==> src/rtl/sched_pkg.sv <==
// Shared types and defaults for the round-robin MMU scheduler.
package sched_pkg;

  localparam int NPROC_DEF  = 11;
  localparam int PIDW_DEF   = 4;
  localparam int KERNEL_PID = 0;

  typedef enum logic [2:0] {
    ST_IDLE = 3'd0,
    ST_RUN  = 3'd1,
    ST_REQ  = 3'd2,
    ST_PICK = 3'd3,
    ST_LOAD = 3'd4,
    ST_DONE = 3'd5
  } state_t;

  typedef struct packed {
    logic        valid;
    logic [31:0] lower;
    logic [31:0] upper;
  } entry_t;

endpackage

==> src/rtl/rr_next_pid.sv <==
// Wrap-around successor of a scan index over the user slots 1..NPROC-1.
module rr_next_pid
  import sched_pkg::*;
#(
  parameter int NPROC = NPROC_DEF,
  parameter int PIDW  = PIDW_DEF
) (
  input  logic [PIDW-1:0] idx_i,
  output logic [PIDW-1:0] next_o
);

  localparam logic [PIDW-1:0] LAST_ID = PIDW'(NPROC - 1);
  localparam logic [PIDW-1:0] ONE_ID  = PIDW'(1);

  // Slot 0 is skipped: the successor of the last slot (or of 0) lands on 1.
  always_comb begin
    next_o = ONE_ID;
    if (idx_i >= LAST_ID) begin
      next_o = ONE_ID;
    end else begin
      next_o = idx_i + ONE_ID;
    end
  end

endmodule

==> src/rtl/mmu_scheduler.sv <==
// Round-robin process scheduler: times quanta, handshakes context switches
// with the CPU and programs the MMU segment of the next runnable process.
module mmu_scheduler
  import sched_pkg::*;
#(
  parameter int NPROC   = NPROC_DEF,
  parameter int PIDW    = PIDW_DEF,
  parameter int QUANTUM = 1000,
  parameter int QW      = 16
) (
  input  logic            clk,
  input  logic            rst,
  input  logic            sched_en,
  input  logic            yield,
  input  logic            sw_ack,
  input  logic            cfg_we,
  input  logic [PIDW-1:0] cfg_id,
  input  logic            cfg_valid,
  input  logic [31:0]     cfg_lower,
  input  logic [31:0]     cfg_upper,
  output logic            mmu_we,
  output logic [15:0]     mmu_sel,
  output logic [31:0]     mmu_lower,
  output logic [31:0]     mmu_upper,
  output logic [PIDW-1:0] cur_pid,
  output logic            sw_req,
  output logic            sw_done,
  output logic            busy
);

  localparam logic [PIDW-1:0] NPROC_ID  = PIDW'(NPROC);
  localparam logic [PIDW-1:0] LAST_PICK = PIDW'(NPROC - 2);
  localparam logic [PIDW-1:0] KPID      = PIDW'(KERNEL_PID);
  localparam logic [PIDW-1:0] ONE_ID    = PIDW'(1);
  localparam logic [QW-1:0]   Q_LAST    = QW'(QUANTUM - 1);
  localparam logic [QW-1:0]   Q_ONE     = QW'(1);

  state_t          state_q, state_d;
  logic [QW-1:0]   cnt_q, cnt_d;
  logic [PIDW-1:0] cur_pid_q, cur_pid_d;
  logic [PIDW-1:0] scan_q, scan_d;
  logic [PIDW-1:0] pick_n_q, pick_n_d;
  logic [PIDW-1:0] load_pid_q, load_pid_d;
  logic [PIDW-1:0] cur_succ_s, scan_succ_s;
  entry_t          tbl_q [NPROC];
  entry_t          scan_ent_s, load_ent_s;

  rr_next_pid #(.NPROC(NPROC), .PIDW(PIDW)) u_cur_succ (
    .idx_i  (cur_pid_q),
    .next_o (cur_succ_s)
  );

  rr_next_pid #(.NPROC(NPROC), .PIDW(PIDW)) u_scan_succ (
    .idx_i  (scan_q),
    .next_o (scan_succ_s)
  );

  assign scan_ent_s = tbl_q[scan_q];
  assign load_ent_s = tbl_q[load_pid_q];

  // Process table; out-of-range slot ids are dropped.
  always_ff @(posedge clk) begin
    if (rst) begin
      for (int i = 0; i < NPROC; i++) begin
        tbl_q[i] <= '0;
      end
    end else if (cfg_we && (cfg_id < NPROC_ID)) begin
      tbl_q[cfg_id] <= entry_t'{valid: cfg_valid, lower: cfg_lower, upper: cfg_upper};
    end
  end

  // FSM and datapath state registers.
  always_ff @(posedge clk) begin
    if (rst) begin
      state_q    <= ST_IDLE;
      cnt_q      <= '0;
      cur_pid_q  <= '0;
      scan_q     <= '0;
      pick_n_q   <= '0;
      load_pid_q <= '0;
    end else begin
      state_q    <= state_d;
      cnt_q      <= cnt_d;
      cur_pid_q  <= cur_pid_d;
      scan_q     <= scan_d;
      pick_n_q   <= pick_n_d;
      load_pid_q <= load_pid_d;
    end
  end

  // Next-state logic; pick_n counts candidates already rejected this scan.
  always_comb begin
    state_d    = state_q;
    cnt_d      = cnt_q;
    cur_pid_d  = cur_pid_q;
    scan_d     = scan_q;
    pick_n_d   = pick_n_q;
    load_pid_d = load_pid_q;
    case (state_q)
      ST_IDLE: begin
        cnt_d = '0;
        if (sched_en) begin
          state_d  = ST_PICK;
          scan_d   = cur_succ_s;
          pick_n_d = '0;
        end else begin
          state_d = ST_IDLE;
        end
      end
      ST_RUN: begin
        if ((cnt_q == Q_LAST) || yield) begin
          cnt_d   = '0;
          state_d = ST_REQ;
        end else if (!sched_en) begin
          cnt_d   = '0;
          state_d = ST_IDLE;
        end else begin
          cnt_d = cnt_q + Q_ONE;
        end
      end
      ST_REQ: begin
        if (sw_ack) begin
          state_d  = ST_PICK;
          scan_d   = cur_succ_s;
          pick_n_d = '0;
        end else begin
          state_d = ST_REQ;
        end
      end
      ST_PICK: begin
        if (scan_ent_s.valid) begin
          load_pid_d = scan_q;
          state_d    = ST_LOAD;
        end else if (pick_n_q == LAST_PICK) begin
          load_pid_d = KPID;
          state_d    = ST_LOAD;
        end else begin
          scan_d   = scan_succ_s;
          pick_n_d = pick_n_q + ONE_ID;
        end
      end
      ST_LOAD: begin
        cur_pid_d = load_pid_q;
        state_d   = ST_DONE;
      end
      ST_DONE: begin
        cnt_d = '0;
        if (sched_en) begin
          state_d = ST_RUN;
        end else begin
          state_d = ST_IDLE;
        end
      end
      default: begin
        state_d = ST_IDLE;
      end
    endcase
  end

  // Outputs decode registered state only; the MMU bus is zero outside LOAD.
  always_comb begin
    mmu_we    = 1'b0;
    mmu_sel   = 16'h0000;
    mmu_lower = 32'h0000_0000;
    mmu_upper = 32'h0000_0000;
    if (state_q == ST_LOAD) begin
      mmu_we    = 1'b1;
      mmu_sel   = 16'(load_pid_q);
      mmu_lower = load_ent_s.lower;
      mmu_upper = load_ent_s.upper;
    end else begin
      mmu_we = 1'b0;
    end
    cur_pid = cur_pid_q;
    sw_req  = (state_q == ST_REQ);
    sw_done = (state_q == ST_DONE);
    busy    = (state_q == ST_REQ) || (state_q == ST_PICK) ||
              (state_q == ST_LOAD) || (state_q == ST_DONE);
  end

endmodule

==> config.mk <==
export PLATFORM = sky130hd
export DESIGN_NAME = mmu_scheduler
export DESIGN_NICKNAME = d
export VERILOG_FILES = /design/src/rtl/sched_pkg.sv /design/src/rtl/rr_next_pid.sv /design/src/rtl/mmu_scheduler.sv
export SDC_FILE = /design/constraint.sdc
export NUM_CORES = 1
export LEC_CHECK = 0
export CORE_MARGIN = 1
export CORE_UTILIZATION = 28
export CTS_CLUSTER_DIAMETER = 40
export DETAILED_ROUTE_END_ITERATION = 6
export PLACE_DENSITY_LB_ADDON = 0.25
export SLEW_MARGIN = 30
export SYNTH_ARGS = -nofsm -noshare
export SYNTH_HDL_FRONTEND = slang
export SYNTH_SLANG_ARGS = --single-unit
==> constraint.sdc <==
create_clock -name clk -period 6.84 [get_ports clk]
set_input_delay 1.026 -clock clk [delete_from_list [all_inputs] [get_ports clk]]
set_output_delay 1.026 -clock clk [all_outputs]
set_load 0.03 [all_outputs]
Word level (Yosys, flattened, before mapping)
Memories as Yosys holds them, arrays and structs flattened. A register that Yosys moved wholly into a read port is not among the register bits. Index checks and enable logic that the tools add are counted.

Register bits after elaboration: 35. Memory bits (writable): 715. Input port bits: 75. Output and inout bits: 88. Word-level logic and storage cells: 82. Memories: 1.

Memories: tbl_q (words 11, bits a word 65, rd ports 2, clocked after memory_dff 2, write ports 11, RTL line mmu_scheduler.sv:45) `entry_t tbl_q [NPROC];`.

Add/subtract/negate cells: 4. Order comparisons: 3. Equality and inequality tests: 13. Muxes and demuxes: 41. Reductions and logical operators: 14.

Operators with widths (number): 4-bit 2-to-1 mux (18); 65-bit 2-to-1 mux (1); 65-bit OR reduction (1); 32-bit 2-to-1 mux (2); 16-bit 2-to-1 mux (2); 16-bit case mux with 2 select lines (1); 4-bit case mux with 3 select lines (2); 3-bit case mux with 6 select lines (1); 16-bit by 1-bit adder with 16-bit output (second input constant) (1); 16-bit by 10-bit equality test with 1-bit output (second input constant) (1); 4-bit by 1-bit adder with 4-bit output (second input constant) (3); 3-bit 2-to-1 mux (4); 1-bit 2-to-1 mux (9); 4-bit greater-or-equal comparator (second input constant) (2); 2-bit != test (second input constant) (4); 3-bit by 2-bit equality test with 1-bit output (second input constant) (2); 3-bit equality test (second input constant) (2); 3-bit != test (second input constant) (2); 5-bit AND reduction (1); 4-bit equality test (second input constant) (1); 1-bit logical OR (4); 4-bit less-than comparator (second input constant) (1); 2-bit AND reduction (2); 2-bit nonzero test (2); other kinds (6) (6).

Longest topological paths before layout
Gate-level depths: netlist (run 1).

Depth in word-level cells: 7. Gate-level depth with buffers: 9. Gate-level depth less buffers: 7.

By module
From an unflattened synthesis (run 1), not the netlist that was laid out.

Cell total of the unflattened synthesis: 2817. Area, all modules: 44983.1 µm².

By module, submodules not included: mmu_scheduler (instances 1, cells each 2793, area an instance 44793.0 µm², seq. area each 31440.2 µm²); rr_next_pid (instances 2, cells each 12, area an instance 95.1 µm², seq. area each 0.0 µm²).

Least setup slack after synthesis (run 1)
No wires, ideal clock.

Kind: input-to-reg. From: input port cfg_id[1]. To: memory tbl_q[9][0] (netlist name), enable pin. Data arrival time: 6012 ps. Required time: 6262 ps. Slack: 251 ps. Cell stages on the path: 4. Buffers on the path: 1. Cells stage by stage: buf_2 nor2b_1 nand3_1 o21ai_0.

RTL lines: from (decl) (RTL line mmu_scheduler.sv:17) `input logic [PIDW-1:0] cfg_id,`; to (decl) (RTL line mmu_scheduler.sv:45).

==> metrics.md, run 1 <==
| Metric | Value |
|---|---|
| Clock share of power | `50.6%` |
| Most area-consuming cells after synthesis | `edfxtp_1 (65%), mux4_2 (15%), nor2_1 (5.3%)` |
| # port buffers | `150` |
| CP Max Fanout | `30` |
| RR Endpoint | `scan_q[3]` |
| Element type at the critical path end | `primary output` |
| Hold-fix buffers at CTS | `0` |
| CTS tree | `yes` |
| Part of the cycle the worst path needs | `75.5%` |
| Startpoint of the worst hold path | `tbl_q[10][48]` |
| Avg Cell Area, Syn | `16.0 sq um` |
| Mapped Cells | `2835` |
| Setup_tns | `0 ns` |
| Post-Place Cells | `5292` |
| Post-synth top flop | `edfxtp_1` |
| Post-synth top area share | `64.7%` |
| CP dominant cell by count | `mux4_2` |
| Cell-internal power | `0.0132 W` |
| Crit-path cells | `buf_4 > mux4_2 > mux4_2 > and2_1 > clkdlybuf4s50_1` |
| Worst path max stage delay | `0.84 ns` |
| DRC marker count from the first detailed-route iteration | `2131` |
| Global route overflow | `0` |
| Reg clk slew, reported paths | `0.05 ns` |
| Hold path endpoint | `tbl_q[10][48]` |
| Slowest CP cell | `dfxtp_4` |
| DRC viols | `0` |
| Clk buf depth | `3` |
| Dpl hpwl | `68500 um` |
| Inserted Clock Buffers | `167` |
| Net Sw Frac | `22.6%` |
| Pwr dens | `304 nW/um^2` |
| Root Buffer | `clkbuf_16` |
| I/O pin count | `163` |
| Count of unique library cells instantiated by Yosys | `58` |
| Clock Latency Late Sink | `0.78 ns` |
| Vias in the first global route | `26500` |
| Max-Cap Viols | `0` |
| FMAX | `194 MHz` |
| Final Non-Filler Cells | `5610` |
| Path depth of the worst reg2reg path | `5` |
| Cell area after synthesis | `45300 sq um` |
| Final wirelength | `125000 um` |
| RSZ-0062 raised after global routing | `no` |
| Post-Place Setup Slack | `1.22 ns` |
| Critical path class | `reg2out` |
| Resized Gates After CTS | `0` |
| Worst Skew | `0.0168 ns` |
| Leakage Power | `18.5 nW` |
| Net Sw Power | `0.00385 W` |
| Wire per inst | `22.3 um` |
| Routed Antenna Nets | `0` |
| Layout cells sized above 1 | `19.1%` |
| Die area | `163000 sq um` |
| Slew @ Worst Pin | `0.966 ns` |
| Biggest area consumer among synthesized cells | `edfxtp_1` |
| Die X | `404 um` |
| Seq/Total Area, Yosys | `69.5%` |
| Commonest cells post-synth | `edfxtp_1 (975), nor2_1 (642), mux4_2 (294)` |
| CP required | `5.81 ns` |
| Logic pwr share | `4.2%` |
| First-pass GRT wire length | `182000 um` |
| R2r setup slk | `4.40 ns` |
| Num rows | `147` |
| Crit path max-delay family | `buffers and inverters` |
| Initial antenna violation count | `8` |
| Arrival time worst endpoint | `4.14 ns` |
| Post-CTS setup buffer count | `0` |
| CP Launch Type | `register` |
| Final Max Tran Viols | `0` |
| Final worst-path setup slack | `1.67 ns` |
| Drt pass-1 iters | `5` |
| Largest net degree at the start of global routing | `106` |
| Area of the core | `161000 sq um` |
| Tot GR Track Use | `15.4%` |
| GP Congestion | `0.729` |
| Async SR Flop Fraction | `0%` |
| Hold_ws | `0.452 ns` |
| Count leader, synth | `edfxtp_1` |
| Fin. Hold Viols | `0` |
| DR vias | `25600` |
| Hold crit path type | `reg2reg` |
| # clock sinks | `1083` |
| H-tree levels | `4` |
| Routed vias/inst | `4.56` |
| Final setup vio count | `0` |
| Yosys warns | `0` |
| Initial cell density of the core | `28.2%` |
| Hold Path Stages | `2` |
| Die H | `404 um` |
| Outcome | `complete, no violations` |
| Seq pwr share | `45.2%` |
| EDFF count, synth | `975` |
| Maximum vdd drop | `0.248 mV` |
| WP buf/inv | `2` |
| Slew Limit Headroom | `35.6%` |
| Nets | `3385` |
| Yosys reg bits | `1083` |
| Syn-to-layout area delta | `23.8%` |
| Fin crit period | `5.17 ns` |
tightest hold or removal path: stages (launching register included):
cell and delay (ns):
dfxtp_1 0.30, nand2_1 0.05, a21oi_1 0.05
kinds of logic after synthesis:
family | synth area share, %
adder cells (fa/ha/maj) | 0.216
multiplexers | 16.4
buffers and inverters | 3.31
AND/OR/NAND/NOR | 8.68
flip-flops | 69.5
AO/OA/AOI/OAI | 1.86
XOR/XNOR | 0.0774
other | 0.00829
layout make-up:
| cell class | instances | area, sq um |
|---|---|---|
| fillers | 15400 | 105000 |
| flip-flops and latches | 1083 | 31500 |
| multi-input cells | 1765 | 13800 |
| clock buffers | 192 | 4340 |
| well taps | 2160 | 2700 |
| repair buffers | 199 | 2030 |
| clock inverters | 123 | 1390 |
| inverters | 87 | 327 |
| diodes | 1 | 2.50 |
layout by cell type (no fill, tap or decap), drive strengths merged, types with 11 or more instances in the layout:
master and n:
a21oi 84, and2 66, buf 50, bufinv 18
clkbuf 192, clkdlybuf4s50 149, clkinv 54, clkinvlp 21
conb 337, dfxtp 108, edfxtp 975, inv 117
mux2i 11, mux4 320, nand2 135, nand3 39
nor2 642, o21ai 17
registers in the layout (all words and copies together), names as in the netlist, named ones only:
name,flops
load_pid_q,4
pick_n_q,4
tbl_q,1040
scan_q,4
cnt_q,16
state_q,3
cur_pid,4
layer usage:
metal | up-vias | share of wire (%) | GRT usage [%]
met3 | 174 | 5.2 | 3.29
li1 | 11300 | - | -
met5 | - | 0.056 | 0
met1 | 13500 | 44 | 20.4
met2 | 652 | 49 | 25.6
met4 | 12 | 1.7 | 3.92
worst max-delay path by stage:
stage | from | endpoint | slack (ns) | depth (start not counted)
finish | register | mmu_upper[28] | 1.67 | 5
global route | register | mmu_upper[22] | 1.42 | 5
CTS | register | mmu_upper[23] | 1.49 | 5
detailed placement | cfg_id[1] | tbl_q[8][51] | 1.22 | 7
global placement | cfg_id[1] | tbl_q[8][39] | 1.23 | 7
floorplan | cfg_id[1] | tbl_q[9][0] | 0.25 | 4
power groups by stage:
| stage | sequential [W] | combinational (W) | clock, W |
|---|---|---|---|
| after global placement | 0.00782 | 0.000723 | 0 |
| final | 0.00770 | 0.000716 | 0.00863 |
| after detailed placement | 0.00783 | 0.000726 | 0 |
| after CTS | 0.00770 | 0.000729 | 0.00879 |
| after floorplan | 0.00779 | 0.000453 | 0 |
| after global routing | 0.00773 | 0.000775 | 0.00907 |
through the flow:
stage | instance area (sq um) | util (%) | power [W]
final | 56000 | 34.9 | 0.0170
after global routing | 56000 | 34.9 | 0.0176
after CTS | 56000 | 34.9 | 0.0172
after detailed placement | 50200 | 31.3 | 0.00856
after global placement | 50200 | 31.3 | 0.00854
after floorplan | 46500 | - | 0.00824
Power figures use the tool's default switching activity.
==> run 2, diff against run 1 <==
clock period = 4.9 ns   (was 6.84 ns; I/O delays follow)
==> metrics.md, run 2 (synthesis results as in run 1) <==
| Metric | Value |
|---|---|
| Outcome | `complete, no violations` |
| Commonest non-fill, non-tap cell in the layout | `edfxtp_1` |
| Nets | `3418` |
| GP Congestion | `0.704` |
| Syn-to-layout area delta | `25.4%` |
| Post-CTS setup buffer count | `0` |
| Routed vias/inst | `4.57` |
| Final wirelength | `129000 um` |
| Leakage Power | `18.8 nW` |
| # clock sinks | `1083` |
| Largest registers | `tbl_q (1040), cnt_q (16)` |
| Setup_tns | `0 ns` |
| Layout cells sized above 1 | `19.9%` |
| Drt pass-1 iters | `5` |
| Biggest register | `tbl_q` |
| Initial cell density of the core | `28.2%` |
| I/O pin count | `163` |
| Slew Limit Headroom | `33.5%` |
| CP Launch Type | `register` |
| Most frequent cells in the layout | `edfxtp_1 (975), nor2_1 (642), conb_1 (337)` |
| Num rows | `147` |
| Fin crit period | `4.65 ns` |
| Reg clk slew, reported paths | `0.05 ns` |
| Resized Gates After CTS | `0` |
| CP Max Fanout | `39` |
| Wire per inst | `22.9 um` |
| CP required | `4.16 ns` |
| Root Buffer | `clkbuf_16` |
| RSZ-0062 raised after global routing | `no` |
| DR vias | `25800` |
| FMAX | `215 MHz` |
| Final Max Tran Viols | `0` |
| Critical path class | `reg2out` |
| Vias in the first global route | `26700` |
| Max-Cap Viols | `0` |
| Die X | `404 um` |
| Final setup vio count | `0` |
| # port buffers | `150` |
| Fin. Hold Viols | `0` |
| Slew @ Worst Pin | `0.998 ns` |
| Global route overflow | `0` |
| Initial antenna violation count | `10` |
| Largest net degree at the start of global routing | `94` |
| Part of the cycle the worst path needs | `95.0%` |
| Die area | `163000 sq um` |
| Area of the core | `161000 sq um` |
| DRC viols | `0` |
| Clk buf depth | `3` |
| Max reg flops | `1040` |
| Hold crit path type | `reg2reg` |
| Pwr dens | `428 nW/um^2` |
| First-pass GRT wire length | `187000 um` |
| Tot GR Track Use | `15.9%` |
| Hold-fix buffers at CTS | `0` |
| Element type at the critical path end | `primary output` |
| Dpl hpwl | `69600 um` |
| Arrival time worst endpoint | `3.92 ns` |
| CTS tree | `yes` |
| Routed Antenna Nets | `0` |
| Hold_ws | `0.453 ns` |
| Inserted Clock Buffers | `176` |
| Clock Latency Late Sink | `0.78 ns` |
| DRC marker count from the first detailed-route iteration | `2038` |
| R2r setup slk | `2.39 ns` |
| Maximum vdd drop | `0.339 mV` |
| Worst Skew | `0.0303 ns` |
| H-tree levels | `4` |
| Die H | `404 um` |
run 2: final cells by class:
cell class	count	area (sq um)
fillers	15300	104000
flip-flops and latches	1083	31500
multi-input cells	1765	13700
clock buffers	201	4580
well taps	2160	2700
repair buffers	223	2460
clock inverters	126	1490
inverters	87	329
diodes	1	2.50
run 2: worst max-delay path: stages (launching register included):
cell and delay (ns):
dfxtp_4 0.73, buf_12 0.38, mux4_1 0.62, mux4_2 0.49, and2_1 0.27, clkdlybuf4s50_1 0.63
run 2: path summary, 6_finish.rpt:
path | end | start | cells past startpoint
max | mmu_upper[3] | register | 5
min reg2reg | tbl_q[10][50] | tbl_q[10][50] | 2
max reg2reg | register | register | 5
min | tbl_q[10][50] | tbl_q[10][50] | 2
run 2: layer usage:
metal | GRT usage, % | wire, um
met2 | 26.1 | 62700
met1 | 21.4 | 57000
met3 | 3.13 | 6760
met4 | 4.53 | 2800
met5 | 0 | 41
run 2: where the power goes:
group | switching [W] | internal [W] | total, W
registers | 0.000140 | 0.0106 | 0.0107
logic | 0.000651 | 0.000393 | 0.00104
clock network | 0.00476 | 0.00774 | 0.0125
run 2: through the flow:
stage | instance area, sq um | util (%) | setup slack [ns] | power, W | instances
2_1_floorplan | 46500 | - | 0.356 | 0.0115 | 3171
3_3_place_gp | 50700 | 31.6 | 0.773 | 0.0120 | 5318
3_5_place_dp | 50700 | 31.6 | 0.805 | 0.0120 | 5318
4_1_cts | 56800 | 35.4 | 0.0833 | 0.0246 | 5645
5_1_grt | 56800 | 35.4 | 0.0701 | 0.0251 | 5646
6_report | 56800 | 35.4 | 0.245 | 0.0243 | 5646
==> run 3, diff against run 2 <==
RECOVER_POWER = 100   (was not set)
clock period = 5.3 ns   (was 4.9 ns; I/O delays follow)
==> metrics.md, run 3 (synthesis results as in run 1) <==
| Metric | Value |
|---|---|
| CP Max Fanout | `35` |
| Slowest CP cell | `nand2_1` |
| Nets | `3417` |
| Dpl hpwl | `70300 um` |
| Layout cells sized above 1 | `19.5%` |
| Vias in the first global route | `26300` |
| Antenna cells | `0` |
| Pwr dens | `412 nW/um^2` |
| CP required | `5.70 ns` |
| GP Congestion | `0.707` |
| Arrival time worst endpoint | `5.33 ns` |
| Maximum vdd drop | `0.358 mV` |
| Hold crit path type | `reg2reg` |
| Area of the core | `161000 sq um` |
| Final wirelength | `128000 um` |
| Post-CTS setup buffer count | `0` |
| DRC marker count from the first detailed-route iteration | `2130` |
| R2r setup slk | `2.52 ns` |
| First-pass GRT wire length | `185000 um` |
| Die H | `404 um` |
| Most frequent cells in the layout | `edfxtp_1 (975), nor2_1 (642), conb_1 (337)` |
| Fin crit period | `4.93 ns` |
| Initial antenna violation count | `7` |
| H-tree levels | `4` |
| Biggest register | `tbl_q` |
| Final worst-path setup slack | `0.369 ns` |
| Worst Skew | `0.0402 ns` |
| Routed Antenna Nets | `0` |
| Max-Cap Viols | `19` |
| CTS tree | `yes` |
| Syn-to-layout area delta | `25.6%` |
| Drt pass-1 iters | `6` |
| Slew @ Worst Pin | `3.33 ns` |
| Reg clk slew, reported paths | `0.05 ns` |
| Routed vias/inst | `4.53` |
| Final setup vio count | `0` |
| Commonest non-fill, non-tap cell in the layout | `edfxtp_1` |
| DRC viols | `0` |
| Die X | `404 um` |
| # clock sinks | `1083` |
| Post-Place Setup Slack | `0.737 ns` |
| Initial cell density of the core | `28.2%` |
| Num rows | `147` |
| Setup_tns | `0 ns` |
| Worst path max stage delay | `1.05 ns` |
| Resized Gates After CTS | `0` |
| Failing checks | `capacitance limit, slew limit` |
| RSZ-0062 raised after global routing | `no` |
| Largest registers | `tbl_q (1040), cnt_q (16)` |
| Core Util, Final | `35.4%` |
| CP Launch Type | `input pin` |
| Element type at the critical path end | `register` |
| Clock Latency Late Sink | `0.80 ns` |
| # port buffers | `150` |
| Leakage Power | `19.1 nW` |
| Inserted Clock Buffers | `184` |
| Clk buf depth | `3` |
| Critical path class | `in2reg` |
| WP buf/inv | `3` |
| Wire per inst | `22.7 um` |
| Tot GR Track Use | `15.8%` |
| Global route overflow | `0` |
| Die area | `163000 sq um` |
| Hold_ws | `0.453 ns` |
| Max reg flops | `1040` |
| Hold-fix buffers at CTS | `0` |
| Root Buffer | `clkbuf_16` |
| Outcome | `finished, violations left` |
| DR vias | `25600` |
| I/O pin count | `163` |
| Crit path max-delay family | `simple AND/OR/NAND/NOR gates` |
| Fin. Hold Viols | `0` |
| Crit-path cells | `dlygate4sd3_1 > a21oi_1 > o211a_4 > nor3b_1 > clkbuf_1 > nand2_1 > nand2_1 > clkbuf_4` |
| CP dominant cell by count | `nand2_1` |
| Slew Limit Headroom | `-122%` |
| Largest net degree at the start of global routing | `106` |
| Final Max Tran Viols | `590` |
| Part of the cycle the worst path needs | `93.0%` |
| FMAX | `203 MHz` |
## run 3: changes by cell type in the layout (fill, tap and decap cells not counted), sizes merged, moves of 2 or more
cell,change
dlygate4sd3,+63
buf,-38
clkinvlp,-3
clkbuf,+45
inv,-2
clkdlybuf4s50,-63
bufinv,+11
## run 3: routing by layer
| layer | vias up | GRT usage [%] | wire [um] | share of wire (%) |
|---|---|---|---|---|
| li1 | 11400 | - | - | - |
| met1 | 13400 | 21.2 | 56300 | 44 |
| met2 | 685 | 26.4 | 62900 | 49 |
| met3 | 180 | 2.98 | 6810 | 5.3 |
| met4 | 4 | 4.01 | 2290 | 1.8 |
| met5 | - | 0 | 20 | 0.016 |
## run 3: tightest hold or removal path, cell delays in order (launching register included)
cell and delay [ns]:
dfxtp_1 0.30, nand2_1 0.05, a21oi_1 0.05
## run 3: layout make-up
cell class / instances / area [sq um]
sequential: 1083 / 31500
tap: 2160 / 2700
fill: 15300 / 104000
timing repair buffer: 214 / 2080
clock inverter: 133 / 1830
inverter: 87 / 327
clock buffer: 217 / 4850
multi-input combinational: 1765 / 13600
## run 3: power breakdown
part	internal, W	total (W)	switching (W)
Clock	0.00804	0.0126	0.00454
Combinational	0.000340	0.000930	0.000589
Sequential	0.00981	0.00994	0.000132
Total	0.0182	0.0235	0.00527
## run 3: stage by stage
| step | area [sq um] | instances | total power (W) |
|---|---|---|---|
| floorplan | 46500 | 3171 | 0.0106 |
| global placement | 50500 | 5309 | 0.0111 |
| detailed placement | 50500 | 5309 | 0.0111 |
| CTS | 57100 | 5659 | 0.0237 |
| global route | 56900 | 5659 | 0.0242 |
| finish | 56900 | 5659 | 0.0235 |
## run 3: path summary, 6_finish.rpt
check / start / end / cells after the start
worst max-delay path: cfg_id[1] / tbl_q[0][50] / 8
worst min-delay path: tbl_q[10][1] / tbl_q[10][1] / 2
worst max register to register: register / load_pid_q[0] / 5
worst min register to register: tbl_q[10][1] / tbl_q[10][1] / 2
